### src/rtl/buzzer_beep_sequencer_if.sv
// Beep-pattern request channel between board control (master) and the beep sequencer (slave).
interface buzzer_beep_sequencer_if #(
  parameter int unsigned MAX_MS = 3000,
  parameter int unsigned CNT_W  = 4
);
  localparam int unsigned MS_W = $clog2(MAX_MS) + 1;

  logic            req_valid_i;
  logic            req_ready_o;
  logic [CNT_W-1:0] req_count_i;
  logic [MS_W-1:0]  req_on_ms_i;
  logic [MS_W-1:0]  req_gap_ms_i;

  modport master (
    output req_valid_i, req_count_i, req_on_ms_i, req_gap_ms_i,
    input  req_ready_o
  );

  modport slave (
    input  req_valid_i, req_count_i, req_on_ms_i, req_gap_ms_i,
    output req_ready_o
  );
endinterface

### src/rtl/buzzer_beep_sequencer.sv
// Drives the buzzer one beep at a time over trig/period/cyc for an accepted (count, on, gap) pattern.
// Optional ack timeout on cyc is built only when BUZSEQ_ACK_TIMEOUT_EN is defined.
module buzzer_beep_sequencer #(
  parameter  int unsigned MAX_MS        = 3000,
  parameter  int unsigned CNT_W         = 4,
  parameter  int unsigned TIMEOUT_TICKS = 8,
  parameter  int unsigned SIMULATION    = 0,
  localparam int unsigned MS_W          = $clog2(MAX_MS) + 1
) (
  input  logic                  clk_i_1MHz,
  input  logic                  rst_i,
  buzzer_beep_sequencer_if.slave req,
  input  logic                  abort_i,
  output logic                  trig_o,
  output logic [MS_W-1:0]       period_ms_o,
  input  logic                  cyc_i,
  output logic                  busy_o,
  output logic                  done_o,
  output logic [CNT_W-1:0]      beeps_left_o,
  output logic                  err_o
);

  typedef enum logic [1:0] {S_IDLE, S_TRIG, S_WAIT_DONE, S_GAP} state_t;

  state_t           state;
  logic             cyc_m, cyc_s;
  logic [9:0]       presc;
  logic             tick;
  logic [MS_W-1:0]  gap_ms_q;
  logic [MS_W-1:0]  gap_cnt;
  logic             ack_timeout;

  assign req.req_ready_o = (state == S_IDLE);
  assign busy_o          = (state != S_IDLE);
  assign tick            = (SIMULATION != 0) || (presc == 10'd999);

  always_ff @(posedge clk_i_1MHz or posedge rst_i) begin
    if (rst_i) begin
      presc <= '0;
    end else begin
      presc <= (presc == 10'd999) ? '0 : presc + 10'd1;
    end
  end

  always_ff @(posedge clk_i_1MHz or posedge rst_i) begin
    if (rst_i) begin
      cyc_m <= 1'b0;
      cyc_s <= 1'b0;
    end else begin
      cyc_m <= cyc_i;
      cyc_s <= cyc_m;
    end
  end

`ifdef BUZSEQ_ACK_TIMEOUT_EN
  localparam int unsigned TO_W = $clog2(TIMEOUT_TICKS + 1);
  logic [TO_W-1:0] to_cnt;

  assign ack_timeout = (state == S_TRIG) && !cyc_s && tick &&
                       (to_cnt == TO_W'(TIMEOUT_TICKS - 1));

  // Restarts on every entry into TRIG because it is held at 0 in all other states.
  always_ff @(posedge clk_i_1MHz or posedge rst_i) begin
    if (rst_i) begin
      to_cnt <= '0;
    end else if (state != S_TRIG) begin
      to_cnt <= '0;
    end else if (tick && to_cnt != TO_W'(TIMEOUT_TICKS - 1)) begin
      to_cnt <= to_cnt + TO_W'(1);
    end
  end

  always_ff @(posedge clk_i_1MHz or posedge rst_i) begin
    if (rst_i) begin
      err_o <= 1'b0;
    end else if (state == S_IDLE && req.req_valid_i) begin
      err_o <= 1'b0;
    end else if (ack_timeout && !abort_i) begin
      err_o <= 1'b1;
    end
  end
`else
  logic unused_timeout_cfg;
  assign unused_timeout_cfg = (TIMEOUT_TICKS == 0);
  assign ack_timeout        = 1'b0;
  assign err_o              = 1'b0;
`endif

  always_ff @(posedge clk_i_1MHz or posedge rst_i) begin
    if (rst_i) begin
      state        <= S_IDLE;
      trig_o       <= 1'b0;
      period_ms_o  <= '0;
      done_o       <= 1'b0;
      beeps_left_o <= '0;
      gap_ms_q     <= '0;
      gap_cnt      <= '0;
    end else begin
      done_o <= 1'b0;
      if (state != S_IDLE && abort_i) begin
        state        <= S_IDLE;
        trig_o       <= 1'b0;
        beeps_left_o <= '0;
      end else begin
        case (state)
          S_IDLE: begin
            if (req.req_valid_i) begin
              period_ms_o  <= req.req_on_ms_i;
              beeps_left_o <= req.req_count_i;
              gap_ms_q     <= req.req_gap_ms_i;
              if (req.req_count_i == '0) begin
                done_o <= 1'b1;
              end else begin
                state  <= S_TRIG;
                trig_o <= 1'b1;
              end
            end
          end
          S_TRIG: begin
            if (cyc_s) begin
              state  <= S_WAIT_DONE;
              trig_o <= 1'b0;
            end else if (ack_timeout) begin
              state  <= S_IDLE;
              trig_o <= 1'b0;
            end
          end
          S_WAIT_DONE: begin
            if (!cyc_s) begin
              if (beeps_left_o != '0) beeps_left_o <= beeps_left_o - CNT_W'(1);
              if (beeps_left_o <= CNT_W'(1)) begin
                state  <= S_IDLE;
                done_o <= 1'b1;
              end else if (gap_ms_q == '0) begin
                state  <= S_TRIG;
                trig_o <= 1'b1;
              end else begin
                gap_cnt <= gap_ms_q;
                state   <= S_GAP;
              end
            end
          end
          S_GAP: begin
            if (gap_cnt == '0) begin
              state  <= S_TRIG;
              trig_o <= 1'b1;
            end else if (tick) begin
              gap_cnt <= gap_cnt - MS_W'(1);
            end
          end
          default: state <= S_IDLE;
        endcase
      end
    end
  end

endmodule

### src/flat_wrapper.sv
// flat-port wrapper written by rule: the top's interface ports become plain ports
module buzzer_beep_sequencer_flat 
#(
  parameter  int unsigned MAX_MS        = 3000,
  parameter  int unsigned CNT_W         = 4,
  parameter  int unsigned TIMEOUT_TICKS = 8,
  parameter  int unsigned SIMULATION    = 0,
  localparam int unsigned MS_W          = $clog2(MAX_MS) + 1
)
  (clk_i_1MHz, rst_i, abort_i, trig_o, period_ms_o, cyc_i, busy_o, done_o, beeps_left_o, err_o, req_req_valid_i, req_req_count_i, req_req_on_ms_i, req_req_gap_ms_i, req_req_ready_o);
  buzzer_beep_sequencer_if #(.MAX_MS(MAX_MS), .CNT_W(CNT_W)) req_i ();
  input  logic clk_i_1MHz;
  input  logic rst_i;
  input  logic abort_i;
  output logic trig_o;
  output logic [MS_W-1:0] period_ms_o;
  input  logic cyc_i;
  output logic busy_o;
  output logic done_o;
  output logic [CNT_W-1:0] beeps_left_o;
  output logic err_o;
  input wire logic [$bits(req_i.req_valid_i)-1:0] req_req_valid_i;
  input wire logic [$bits(req_i.req_count_i)-1:0] req_req_count_i;
  input wire logic [$bits(req_i.req_on_ms_i)-1:0] req_req_on_ms_i;
  input wire logic [$bits(req_i.req_gap_ms_i)-1:0] req_req_gap_ms_i;
  output wire logic [$bits(req_i.req_ready_o)-1:0] req_req_ready_o;
  assign req_i.req_valid_i = req_req_valid_i;
  assign req_i.req_count_i = req_req_count_i;
  assign req_i.req_on_ms_i = req_req_on_ms_i;
  assign req_i.req_gap_ms_i = req_req_gap_ms_i;
  assign req_req_ready_o = req_i.req_ready_o;
  buzzer_beep_sequencer #(.MAX_MS(MAX_MS), .CNT_W(CNT_W), .TIMEOUT_TICKS(TIMEOUT_TICKS), .SIMULATION(SIMULATION)) u_core (.clk_i_1MHz(clk_i_1MHz), .rst_i(rst_i), .req(req_i), .abort_i(abort_i), .trig_o(trig_o), .period_ms_o(period_ms_o), .cyc_i(cyc_i), .busy_o(busy_o), .done_o(done_o), .beeps_left_o(beeps_left_o), .err_o(err_o));
endmodule
### config.mk
export PLATFORM = sky130hd
export DESIGN_NAME = buzzer_beep_sequencer_flat
export DESIGN_NICKNAME = d
export VERILOG_FILES = /design/src/rtl/buzzer_beep_sequencer_if.sv /design/src/rtl/buzzer_beep_sequencer.sv /design/src/flat_wrapper.sv
export SDC_FILE = /design/constraint.sdc
export NUM_CORES = 1
export LEC_CHECK = 0
export ABC_AREA = 1
export BUFFER_PORTS_ARGS = -buffer_cell sky130_fd_sc_hd__buf_2
export CORE_UTILIZATION = 32
export DETAILED_ROUTE_END_ITERATION = 8
export MAX_ROUTING_LAYER = met4
export SLEW_MARGIN = 40
export SYNTH_ARGS = -nofsm -noshare
export SYNTH_HDL_FRONTEND = slang
export SYNTH_SLANG_ARGS = --single-unit
### constraint.sdc
create_clock -name clk_i_1MHz -period 1.9 [get_ports clk_i_1MHz]
set_input_delay 0.285 -clock clk_i_1MHz [delete_from_list [all_inputs] [get_ports clk_i_1MHz]]
set_output_delay 0.285 -clock clk_i_1MHz [all_outputs]
set_load 0.01 [all_outputs]
## Word level (Yosys, flattened, before mapping)

Cells that the tools add are included.

| operators by class | value |
|---|---|
| $add $sub $neg | 3 |
| $mul | 0 |
| div/mod/pow operators | 0 |
| order comparisons | 1 |
| eq/ne operators | 17 |
| shift-type cells | 0 |
| multiplexer cells | 36 |
| bitwise gates (word level) | 1 |
| reduce and logical (&&, ||, !) cells | 14 |

Operator list:

| cell | count |
|---|---|
| 13-bit 2-to-1 mux | 5 |
| 13-bit logical NOT | 2 |
| 13-bit one-hot mux with 2 select lines | 1 |
| 2-bit 2-to-1 mux | 8 |
| 4-bit 2-to-1 mux | 4 |
| 7-bit AND reduction | 2 |
| 1-bit 2-to-1 mux | 13 |
| 13-bit by 1-bit subtractor with 13-bit output (second input constant) | 1 |
| 3-bit by 1-bit != test with 1-bit output (second input constant) | 4 |
| 10-bit by 1-bit adder with 10-bit output (second input constant) | 1 |
| 10-bit == test (second input constant) | 1 |
| 10-bit 2-to-1 mux | 1 |
| 3-bit by 2-bit != test with 1-bit output (second input constant) | 3 |
| 2-bit != test (second input constant) | 4 |
| 2-bit one-hot mux with 4 select lines | 1 |
| 4-bit one-hot mux with 2 select lines | 1 |
| 5-bit AND reduction | 1 |
| 2-bit == test (second input constant) | 2 |
| 4-bit by 1-bit <= comparator with 1-bit output (second input constant) | 1 |
| 4-bit logical NOT | 1 |
| 1-bit one-hot mux with 4 select lines | 1 |
| 4-bit AND reduction | 1 |
| 2-bit nonzero test | 2 |
| 4-bit nonzero test | 1 |
| other kinds (10) | 10 |

| storage, ports and cells | value |
|---|---|
| register bits | 59 |
| latch bits | 0 |
| bits in writable memories | 0 |
| bits in read-only memories | 0 |
| output and inout bits | 22 |
| memories kept | 0 |

## Depth between registers and ports, before layout

| logic depth | value |
|---|---|
| depth after elaboration | 6 |
| depth in mapped cells | 12 |
| mapped depth without buffers | 11 |

## Worst setup path after synthesis

Ideal clock, no wire load.

| timing | value |
|---|---|
| path type | register to register |
| start point | register u_core.state[0] |
| end point | register u_core.beeps_left_o[2] |
| setup time | 0.125 ns |
| arrival time | 1.546 ns |
| required time | 1.775 ns |
| path slack | 0.228 ns |
| cell stages (with the launch flop) | 9 |
| buffers on the path | 0 |
| period minus slack after synthesis | 1.672 ns |
| path through | dfrtp_1 > inv_1 > ha_1 > nor2_2 > inv_1 > a21oi_2 > inv_1 > o21ai_0 > o21ai_1 |

RTL lines:

| element | RTL line | RTL |
|---|---|---|
| from (decl) | buzzer_beep_sequencer.sv:25 | `state_t state;` |
| from (signal assigned) | buzzer_beep_sequencer.sv:91 | `state <= S_IDLE;` |
| from (signal assigned) | buzzer_beep_sequencer.sv:101 | `state <= S_IDLE;` |
| from (signal assigned) | buzzer_beep_sequencer.sv:114 | `state <= S_TRIG;` |
| 2-bit logical NOT (*) | n/a |  |
| via req_req_ready_o | flat_wrapper.sv:26 | `output wire logic [$bits(req_i.req_ready_o)-1:0] req_req_ready_o;` |
| 3-bit by 2-bit != test with 1-bit output (no line) (tied with other cells) | n/a |  |
| 4-bit AND reduction (no line) or 4-bit 2-to-1 mux (tied branches) | n/a |  |
| to (signal assigned) | buzzer_beep_sequencer.sv:109 | `beeps_left_o <= req.req_count_i;` |
| to (signal assigned) | buzzer_beep_sequencer.sv:130 | `if (beeps_left_o != '0) beeps_left_o <= beeps_left_o - CNT_W'(1);` |
| to (decl) | buzzer_beep_sequencer.sv:19 | `output logic [CNT_W-1:0] beeps_left_o,` |

The timed path passes the listed nets; every way through them passes the cells marked *.
A chain may end at the register's enable or synchronous reset.

## Worst setup path in the final report

| timing | value |
|---|---|
| start point | register u_core.state[0] |
| end point | register u_core.beeps_left_o[2] |

| between the ends | value |
|---|---|
| cells in the longest elaborated chain, start to end | 4 |

Ends and longest elaborated chain:

| element | RTL line | RTL |
|---|---|---|
| 2-bit nonzero test | buzzer_beep_sequencer.sv:100 | `if (state != S_IDLE && abort_i) begin` |
| 1-bit logical AND | buzzer_beep_sequencer.sv:100 |  |
| 3-bit by 1-bit != test with 1-bit output (no line) (tied with other cells) | n/a |  |
| 4-bit AND reduction (no line) | n/a |  |

Parallel ways exist; a longest one is shown, timed or not.

==> results.ini <==
[power_and_ir_drop]
swShare_pct = 39.7
seqPwrFrac_pct = 34.0
p_per_area_nw_per_um2 = 1580
switchingPower_w = 0.00248
p_total_w = 0.00625
pwr-share-comb_pct = 45.3
peakVddDrop_mv = 0.601
internal-power_w = 0.00377
pwr-share-clk_pct = 20.7
p_leak_nw = 2.01

[flow_run]
cap_violations = 0

[cts]
cts_max_level = 3
cts_tree = built
clockBufferDepth = 2
cts.sinks = 59
clk-insertion-delay-late_ns = 0.35
path_clk_slew_ns = 0.07
cts_root_buf = clkbuf_8
cts_buffers = 9

[timing]
slew_violations = 0
fmax_mhz = 577
tns_ns = 0
min_period_ns = 1.73
setup_viol = 0
finalCritPeriodShare_pct = 91.2
rsz0062_at_grt = false
skew_ns = 0.00892
hold_viol_final = 0

[critical_path]
cp-start-kind = flop
cp_common_cell = inv_1
cpPeakStageDelay_ns = 0.39
cp_data_required_time_ns = 2.14
crit_chain = inv_1 > ha_1 > nor2_4 > inv_1 > a21oi_2 > inv_1 > o21ai_0 > o21ai_1
slowest_stage = dfrtp_1
worstPathArrival_ns = 1.97
path_class = reg2reg
cp-end-kind = flop
crit_fanout = 8

[global_route]
grt_first_pass_wirelength_um = 11600
grt_pass1_vias = 2642
grt_overflow = 0
grtUsageMet1_pct = 16.6
track_usage_pct = 15.1
top_usage_layer = met2
antenna_found_initial = 0
grt_use_met2_pct = 25.3
use_met3_pct = 3.83
grt_max_degree = 60

[synth]
synth_edf_count = 0
synth_cell_type_count = 32
synth.top_cell.area_share_pct = 46.1
postSynth.asyncResetShare_pct = 100
ys_seq_area_share_pct = 46.1
syn_nets = 440
yosys.area_share.simple_pct = 27.5
yosysMostFrequentCell = nand2_1
ys_top_cells_by_area = dfrtp_1 46%, nand2_1 14%, mux2_2 8.4%
synth_compound_area_share_pct = 6.60
ys_ff_latch = 59
post-synth-top-area-cell = dfrtp_1
synthMuxAreaShare_pct = 8.43
synth_area_um2 = 3210
syn_inst = 395
ys_warn_count = 0
synth_top_family_by_area = simple AND/OR/NAND/NOR gates
synth-adder-area-share_pct = 3.90
synth_flop_cell = dfrtp_1
synth.avg_cell_area_um2 = 8.12
synthTopCellsByCount = 117 x nand2_1, 59 x dfrtp_1, 45 x nor2_1
synth_xor_area_share_pct = 0.273

[layout]
register_area_um2 = 1480
utilization_pct = 40.6
layout-drive-gt1-share_pct = 25.7
fin_nets = 510
multi_input_area_um2 = 1510
antenna_cells_inserted = 0
area_growth_pct = 23.3
n_fill_cell = 994

[floorplan]
die_h_um = 102
ios = 57
core_um2 = 9730
initial_core_util_pct = 32.9
core.rowCount = 36
die_x_um = 102
die_area_um2 = 10400

[drt]
vias = 2719
route.antenna.remaining_nets = 0
via_per_inst = 4.51
drt_pass1_iterations = 4
drt_wl_total_um = 6910
initialDrtViolationCount = 121
wl_per_cell_um = 11.5
drc = 0

[placement]
routabilityCongestion = 0.847
portBuffers = 55
dp_hpwl_um = 4930

[run_status]
status = completed

[min_path]
hp-class = in2reg

-- per-stage QoR --
step                      hold slack, ns  area (µm²)  setup slack (ns)  instances
after floorplan                    0.316        3210             0.159        395
after global placement             0.335        3670            0.0761        582
after detailed placement           0.353        3670            0.0443        582
after CTS                         0.0249        3900            0.0194        599
after global routing              0.0289        3950            0.0220        603
final                             0.0410        3950             0.168        603
-- layout make-up --
class / instances / area share, %
multi-input combinational: 282 / 38.2
clock buffer: 12 / 3.67
sequential: 59 / 37.3
timing repair buffer: 68 / 10.4
clock inverter: 4 / 1.87
tap: 133 / 4.21
inverter: 45 / 4.27
-- flip-flops by register name (all words and copies together), names as in the netlist, 2 cells and up --
name	count
u_core.gap_ms_q	13
u_core.beeps_left_o	4
u_core.presc	10
u_core.period_ms_o	13
u_core.state	2
u_core.gap_cnt	13
-- critical path: cells and delay by family (launching register included) --
family / cells / cell delay, ns
flops: 1 / 0.39
fa+ha+maj: 1 / 0.25
simple gates: 1 / 0.21
compound gates: 3 / 0.43
buf+inv: 3 / 0.33
-- layout by cell type (no fill, tap or decap), types with 10 or more instances in the layout --
cell	count
nand2_1	117
dfrtp_1	59
buf_2	55
nor2_1	43
inv_1	43
mux2_2	24
nand3_1	20
o21ai_0	20
a21oi_1	11
ha_1	10
clkbuf_8	10
-- path summary, 6_finish.rpt --
kind                                                  start                                 end  slack (ns)  cells after the start
worst max-delay path            u_core.state[0]$_DFFE_PP0P_  u_core.beeps_left_o[2]$_DFFE_PP0P_        0.17                      8
worst min-delay path                                  cyc_i              u_core.cyc_m$_DFF_PP0_        0.04                      1
worst max register to register  u_core.state[0]$_DFFE_PP0P_  u_core.beeps_left_o[2]$_DFFE_PP0P_        0.17                      8
worst min register to register       u_core.cyc_m$_DFF_PP0_              u_core.cyc_s$_DFF_PP0_        0.36                      0
max in group asynchronous                             rst_i      u_core.gap_cnt[12]$_DFFE_PP0P_        1.10                      4
min in group asynchronous                             rst_i  u_core.beeps_left_o[0]$_DFFE_PP0P_        0.54                      4
-- routing by layer --
layer / up-vias / wire length, µm
met3: 16 / 228
li1: 1399 / -
met1: 1269 / 3120
met4: 0 / 163
met5: - / 0
met2: 35 / 3400
-- power by group through the flow --
stage                     logic (W)  clock network, W  registers (W)
after floorplan             0.00193                 0        0.00215
after global placement      0.00269                 0        0.00212
after detailed placement    0.00272                 0        0.00214
final                       0.00283           0.00130        0.00212
after CTS                   0.00273           0.00133        0.00212
after global routing        0.00323           0.00138        0.00219
-- timing repair --
| item | 4_1_cts | 5_1_grt |
|---|---|---|
| resized for setup | 0 | 3 |
| buffers inserted | 0 | 4 |
| hold buffers | 1 | 0 |
| hold endpoints to repair | 43 | 0 |
| setup endpoints to repair | 0 | 20 |
-- cells by family after synthesis --
logic type / after synthesis
simple gates: 207
flops: 59
compound gates: 39
fa+ha+maj: 10
other cells: 1
xor+xnor: 1
mux: 24
buf+inv: 54
(Power assumes the default switching activity.)
